File: src/rtl/vga_stream_sink.sv
`default_nettype none
// ============================================================================
//  Module   : vga_stream_sink
//  Purpose  : Avalon-ST 30-bit video sink that buffers pixels in a small FIFO,
//             locks to frame boundaries and drives registered VGA timing/colour.
//  Revision : 1.0 - initial release
// ============================================================================
module vga_stream_sink #(
   parameter int H_ACTIVE   = 640,
   parameter int H_FP       = 16,
   parameter int H_SYNC     = 96,
   parameter int H_BP       = 48,
   parameter int V_ACTIVE   = 480,
   parameter int V_FP       = 10,
   parameter int V_SYNC     = 2,
   parameter int V_BP       = 33,
   parameter int FIFO_DEPTH = 16
) (
   input  logic        clk,
   input  logic        reset,
   input  logic [29:0] data,
   input  logic        startofpacket,
   input  logic        endofpacket,
   input  logic        valid,
   output logic        ready,
   output logic [9:0]  vga_r,
   output logic [9:0]  vga_g,
   output logic [9:0]  vga_b,
   output logic        vga_hs_n,
   output logic        vga_vs_n,
   output logic        vga_blank_n,
   output logic        locked,
   output logic        underflow,
   output logic        frame_err
);

   localparam int c_h_total = H_ACTIVE + H_FP + H_SYNC + H_BP;
   localparam int c_v_total = V_ACTIVE + V_FP + V_SYNC + V_BP;
   localparam int c_hw      = $clog2(c_h_total + 1);
   localparam int c_vw      = $clog2(c_v_total + 1);
   localparam int c_aw      = $clog2(FIFO_DEPTH);
   localparam int c_cw      = c_aw + 1;

   localparam logic [c_hw-1:0] c_h_last  = c_hw'(c_h_total - 1);
   localparam logic [c_hw-1:0] c_h_act   = c_hw'(H_ACTIVE);
   localparam logic [c_hw-1:0] c_h_lpix  = c_hw'(H_ACTIVE - 1);
   localparam logic [c_hw-1:0] c_hs_beg  = c_hw'(H_ACTIVE + H_FP);
   localparam logic [c_hw-1:0] c_hs_end  = c_hw'(H_ACTIVE + H_FP + H_SYNC);
   localparam logic [c_vw-1:0] c_v_last  = c_vw'(c_v_total - 1);
   localparam logic [c_vw-1:0] c_v_act   = c_vw'(V_ACTIVE);
   localparam logic [c_vw-1:0] c_v_lline = c_vw'(V_ACTIVE - 1);
   localparam logic [c_vw-1:0] c_vs_beg  = c_vw'(V_ACTIVE + V_FP);
   localparam logic [c_vw-1:0] c_vs_end  = c_vw'(V_ACTIVE + V_FP + V_SYNC);
   localparam logic [c_cw-1:0] c_depth   = c_cw'(FIFO_DEPTH);

   typedef enum logic [0:0] {
      ST_SEEK   = 1'b0,
      ST_LOCKED = 1'b1
   } state_t;

   // FIFO word layout: {sop, eop, pixel}
   logic [31:0]     mem_q [FIFO_DEPTH];
   logic [c_aw-1:0] wr_ptr_q, rd_ptr_q;
   logic [c_cw-1:0] count_q;
   logic            rst_q;
   logic            w_push, w_pop, w_empty;
   logic [31:0]     w_head;

   logic [c_hw-1:0] h_q;
   logic [c_vw-1:0] v_q;
   logic            w_active, w_first, w_last, w_hs, w_vs;

   state_t          state_q, state_d;
   logic [29:0]     pix_d, rgb_q;
   logic            underflow_d, frame_err_d;
   logic            hs_n_q, vs_n_q, blank_n_q, underflow_q, frame_err_q;

   // rst_q keeps ready low for the first cycle after reset is released
   assign ready   = ~reset & ~rst_q & (count_q < c_depth);
   assign w_push  = valid & ready;
   assign w_empty = (count_q == '0);
   assign w_head  = mem_q[rd_ptr_q];

   always_ff @(posedge clk) begin
      if (w_push) begin
         mem_q[wr_ptr_q] <= {startofpacket, endofpacket, data};
      end
   end

   always_ff @(posedge clk) begin
      if (reset) begin
         wr_ptr_q <= '0;
         rd_ptr_q <= '0;
         count_q  <= '0;
         rst_q    <= 1'b1;
      end else begin
         rst_q <= 1'b0;
         if (w_push) wr_ptr_q <= wr_ptr_q + c_aw'(1);
         if (w_pop)  rd_ptr_q <= rd_ptr_q + c_aw'(1);
         case ({w_push, w_pop})
            2'b10:   count_q <= count_q + c_cw'(1);
            2'b01:   count_q <= count_q - c_cw'(1);
            default: count_q <= count_q;
         endcase
      end
   end

   always_ff @(posedge clk) begin
      if (reset) begin
         h_q <= '0;
         v_q <= '0;
      end else if (h_q == c_h_last) begin
         h_q <= '0;
         v_q <= (v_q == c_v_last) ? '0 : v_q + c_vw'(1);
      end else begin
         h_q <= h_q + c_hw'(1);
      end
   end

   assign w_active = (h_q < c_h_act) && (v_q < c_v_act);
   assign w_first  = (h_q == '0) && (v_q == '0);
   assign w_last   = (h_q == c_h_lpix) && (v_q == c_v_lline);
   assign w_hs     = (h_q >= c_hs_beg) && (h_q < c_hs_end);
   assign w_vs     = (v_q >= c_vs_beg) && (v_q < c_vs_end);

   always_ff @(posedge clk) begin
      if (reset) state_q <= ST_SEEK;
      else       state_q <= state_d;
   end

   always_comb begin
      state_d     = state_q;
      w_pop       = 1'b0;
      pix_d       = '0;
      underflow_d = 1'b0;
      frame_err_d = 1'b0;
      case (state_q)
         ST_SEEK: begin
            if (!w_empty) begin
               if (!w_head[31]) begin
                  w_pop = 1'b1;
               end else if (w_first) begin
                  w_pop   = 1'b1;
                  pix_d   = w_head[29:0];
                  state_d = ST_LOCKED;
                  if (w_head[30] != w_last) begin
                     frame_err_d = 1'b1;
                     state_d     = ST_SEEK;
                  end
               end
            end
         end
         ST_LOCKED: begin
            if (w_active) begin
               if (w_empty) begin
                  underflow_d = 1'b1;
                  state_d     = ST_SEEK;
               end else begin
                  w_pop = 1'b1;
                  if (w_head[31] && !w_first) begin
                     frame_err_d = 1'b1;
                     state_d     = ST_SEEK;
                  end else begin
                     // an eop anywhere but the last pixel, or a missing one there
                     pix_d = w_head[29:0];
                     if (w_head[30] != w_last) begin
                        frame_err_d = 1'b1;
                        state_d     = ST_SEEK;
                     end
                  end
               end
            end
         end
         default: state_d = ST_SEEK;
      endcase
   end

   always_ff @(posedge clk) begin
      if (reset) begin
         rgb_q       <= '0;
         hs_n_q      <= 1'b1;
         vs_n_q      <= 1'b1;
         blank_n_q   <= 1'b0;
         underflow_q <= 1'b0;
         frame_err_q <= 1'b0;
      end else begin
         rgb_q       <= pix_d;
         hs_n_q      <= ~w_hs;
         vs_n_q      <= ~w_vs;
         blank_n_q   <= w_active;
         underflow_q <= underflow_d;
         frame_err_q <= frame_err_d;
      end
   end

   assign vga_r       = rgb_q[29:20];
   assign vga_g       = rgb_q[19:10];
   assign vga_b       = rgb_q[9:0];
   assign vga_hs_n    = hs_n_q;
   assign vga_vs_n    = vs_n_q;
   assign vga_blank_n = blank_n_q;
   assign locked      = (state_q == ST_LOCKED);
   assign underflow   = underflow_q;
   assign frame_err   = frame_err_q;

endmodule
`default_nettype wire

File: config.mk
export PLATFORM = sky130hd
export DESIGN_NAME = vga_stream_sink
export DESIGN_NICKNAME = d
export VERILOG_FILES = /design/src/rtl/vga_stream_sink.sv
export SDC_FILE = /design/constraint.sdc
export NUM_CORES = 1
export LEC_CHECK = 0
export BUFFER_PORTS_ARGS = -buffer_cell sky130_fd_sc_hd__clkbuf_2
export CORE_UTILIZATION = 45
export DETAILED_ROUTE_END_ITERATION = 8
export PLACE_DENSITY_LB_ADDON = 0.25
export SETUP_SLACK_MARGIN = 0.4
export SYNTH_ARGS = -nofsm -noshare
export SYNTH_HDL_FRONTEND = slang
export SYNTH_SLANG_ARGS = --single-unit
File: constraint.sdc
create_clock -name clk -period 4.9 [get_ports clk]
set_input_delay 0.245 -clock clk [delete_from_list [all_inputs] [get_ports clk]]
set_output_delay 0.245 -clock clk [all_outputs]
set_load 0.01 [all_outputs]
==> results.sh <==
export IMPL_outcome="completed"
export IMPL_postRouteAntennaNets=0
export IMPL_avgSynthCellArea_um2=21.4
export IMPL_drv_slew=0
export IMPL_synth_area_um2=22200
export IMPL_gp_congestion=0.742
export IMPL_power_density_nw_per_um2=470
export IMPL_critPathArrivalTime_ps=4040
export IMPL_drt_initial_drc_count=914
export IMPL_start_util=0.460
export IMPL_synth_cells=1036
export IMPL_ys_seq_elements=586
export IMPL_crit_path_max_fanout=29
export IMPL_syn_nets=1083
export IMPL_synthTopCellsByArea="edfxtp_1 (69%), mux4_2 (16%), dfxtp_1 (6.7%)"
export IMPL_end_kind="flop"
export IMPL_ys_types=48
export IMPL_core_area_um2=48100
export IMPL_drc=0
export IMPL_tightestPinTransition_ps=1090
export IMPL_synth_most_common_cell="edfxtp_1"
export IMPL_cts_resized=0
export IMPL_synthArstFlopShare=0
export IMPL_die_x_um=224
export IMPL_num_antenna_cells=0
export IMPL_clkTransAtPathRegs_ps=60
export IMPL_timing_final_crit_share=0.731
export IMPL_min_from="data[27]"
export IMPL_clk_latency_ps=600
export IMPL_routed_wl_mm=45.5
export IMPL_numPortBuffers=71
export IMPL_synth_edff_count=512
export IMPL_crit_type="flop to flop"
export IMPL_syn_to_final_growth_pct=14.7
export IMPL_synth_ff_type="edfxtp_1"
export IMPL_worst_r2r_path_depth=13
export IMPL_drtPass1Iterations=5
export IMPL_hold_buffers=1
export IMPL_yosysTopAreaCell="edfxtp_1"
export IMPL_finalHoldViolCount=0
export IMPL_grt_overflow_total=0
export IMPL_postLayoutCellArea_um2=25400
export IMPL_grt_setup_unrepaired="false"
export IMPL_vias=10234
export IMPL_slew_limit_headroom=0.268
export IMPL_die_y_um=224
export IMPL_r2r_end="count_q[4]"
export IMPL_ff2ff_setup_slack_ps=1320
export IMPL_row_count=80
export IMPL_yosysTopAreaCellShare=0.694
export IMPL_hpwl_mm=25.2
export IMPL_cts_buffers_inserted=57
export IMPL_first_global_vias=10541
export IMPL_track_usage=0.187
export IMPL_drive_above_1_share=0.311
export IMPL_cts_tree="done"
export IMPL_ys_seq_area_frac=0.761
export IMPL_fin_tns_setup_ps=0
export IMPL_grt_max_degree=65
export IMPL_viasPerCell=5.54
export IMPL_yosys_top_cells_count="edfxtp_1 (512), mux4_2 (159), dfxtp_1 (74)"
export IMPL_grt_pass1_wl_mm=68.2
export IMPL_antenna_found_initial=1
export IMPL_num_nets_final=1189
export IMPL_cts_htree_levels=2
export IMPL_startpoint_type="flop"
export IMPL_maxCapViolCount=0
export IMPL_clk_path_buf_depth=3
export IMPL_setup_viol=0
export IMPL_hold_depth=1
export IMPL_crit_required_ps=5360
export IMPL_power_leakage_uw=0.00801
export IMPL_hold_end="mem_q[3][27]"
export IMPL_dpl_cell_area_um2=23500
export IMPL_numClockSinks=586
export IMPL_postCtsSetupBuffers=0
export IMPL_hp_class="primary input to flop"
export IMPL_wl_per_cell_um=24.6
export IMPL_die_area_um2=50100
export IMPL_post_route_min_period_ps=3580
export IMPL_fin_skew_ps=16.5
export IMPL_ios=72
export IMPL_peakVddDrop_uv=345
export IMPL_max_freq_mhz=279
export IMPL_cts_root_buf="clkbuf_16"
export IMPL_yosysWarningCount=0
registers in the layout, summed over array words and instances (netlist names), named ones only:
signal	count
count_q	5
frame_err	1
h_q	10
locked	1
mem_q	512
rd_ptr_q	4
rgb_q	30
rst_q	1
underflow	1
v_q	10
vga_blank_n	1
vga_hs_n	1
vga_vs_n	1
wr_ptr_q	4
power by group:
| part | total (uW) | internal (uW) | switching [uW] |
|---|---|---|---|
| Sequential | 5620 | 5510 | 107 |
| Clock | 4500 | 2660 | 1840 |
| Combinational | 1840 | 971 | 873 |
| Total | 12000 | 9140 | 2820 |
cells in the final DEF (no fill, tap or decap), types with 6 or more instances in the layout:
master / netlist / layout
buf_4: 1 / 24
nor2b_1: 32 / 32
ha_1: 12 / 12
mux2i_1: 6 / 6
clkinv_2: 0 / 15
nor4_1: 6 / 6
nand2_1: 16 / 16
bufinv_16: 0 / 9
and3_1: 6 / 6
mux4_2: 159 / 159
edfxtp_1: 512 / 512
dfxtp_1: 74 / 70
clkinv_1: 0 / 16
nand4_1: 7 / 7
clkbuf_2: 0 / 71
nand3_1: 15 / 14
a21oi_1: 11 / 11
inv_1: 9 / 9
nor2_1: 47 / 35
nor2_4: 0 / 12
clkbuf_16: 0 / 59
xor2_1: 19 / 19
metrics by stage:
step / hold slack, ps / worst slack (ps) / std cells / power [uW] / utilization
after floorplan: 273 / 911 / 1036 / 7130 / -
after global placement: 462 / 1290 / 1738 / 7590 / 0.488
after detailed placement: 472 / 1290 / 1738 / 7610 / 0.488
after CTS: 15.5 / 1250 / 1847 / 12100 / 0.528
after global routing: 60.7 / 969 / 1847 / 12400 / 0.528
final: 45.2 / 1320 / 1847 / 12000 / 0.528
per-layer routing:
metal | track usage | part of all wire | up-vias
met5 | 0 | 0.00037 | -
met4 | 0.0559 | 0.019 | 2
met3 | 0.0308 | 0.047 | 61
met2 | 0.298 | 0.49 | 254
met1 | 0.266 | 0.44 | 5456
li1 | - | - | 4461
cell type report:
class                      instances  area, um2
fill                            3727      22700
clock buffer                      62       1490
inverter                          10       37.5
timing repair buffer              99        606
clock inverter                    46        454
multi-input combinational        388       5150
tap                              656        821
sequential                       586      16900
logic make-up (layout without fill, tap and decap cells):
kind of cell | after synthesis | after routing | share of synthesized area
AO/OA/AOI/OAI | 27 | 27 | 0.00824
XOR/XNOR | 24 | 24 | 0.00949
adder cells (fa/ha/maj) | 12 | 12 | 0.00677
buffers and inverters | 62 | 217 | 0.0120
flip-flops | 586 | 586 | 0.761
multiplexers | 166 | 166 | 0.165
AND/OR/NAND/NOR | 159 | 159 | 0.0381
critical path, stage by stage (launching register included):
cell,delay (ps)
dfxtp_4,380
buf_4,490
mux4_2,390
mux2i_1,140
mux2i_1,210
a31oi_4,350
ha_1,410
xor2_1,120
ha_1,190
a21oi_1,240
a32oi_1,150
a21oi_1,190
xnor2_1,130
nor2_1,50
worst max-delay path by stage:
stage / from / to / slack, ps
floorplan: count_q[4] / mem_q[3][0] / 910
global placement: flop / count_q[4] / 1290
detailed placement: flop / count_q[4] / 1290
CTS: flop / count_q[4] / 1250
global route: flop / count_q[4] / 970
finish: flop / count_q[4] / 1320
No activity file was read; power rests on OpenSTA's default activity.
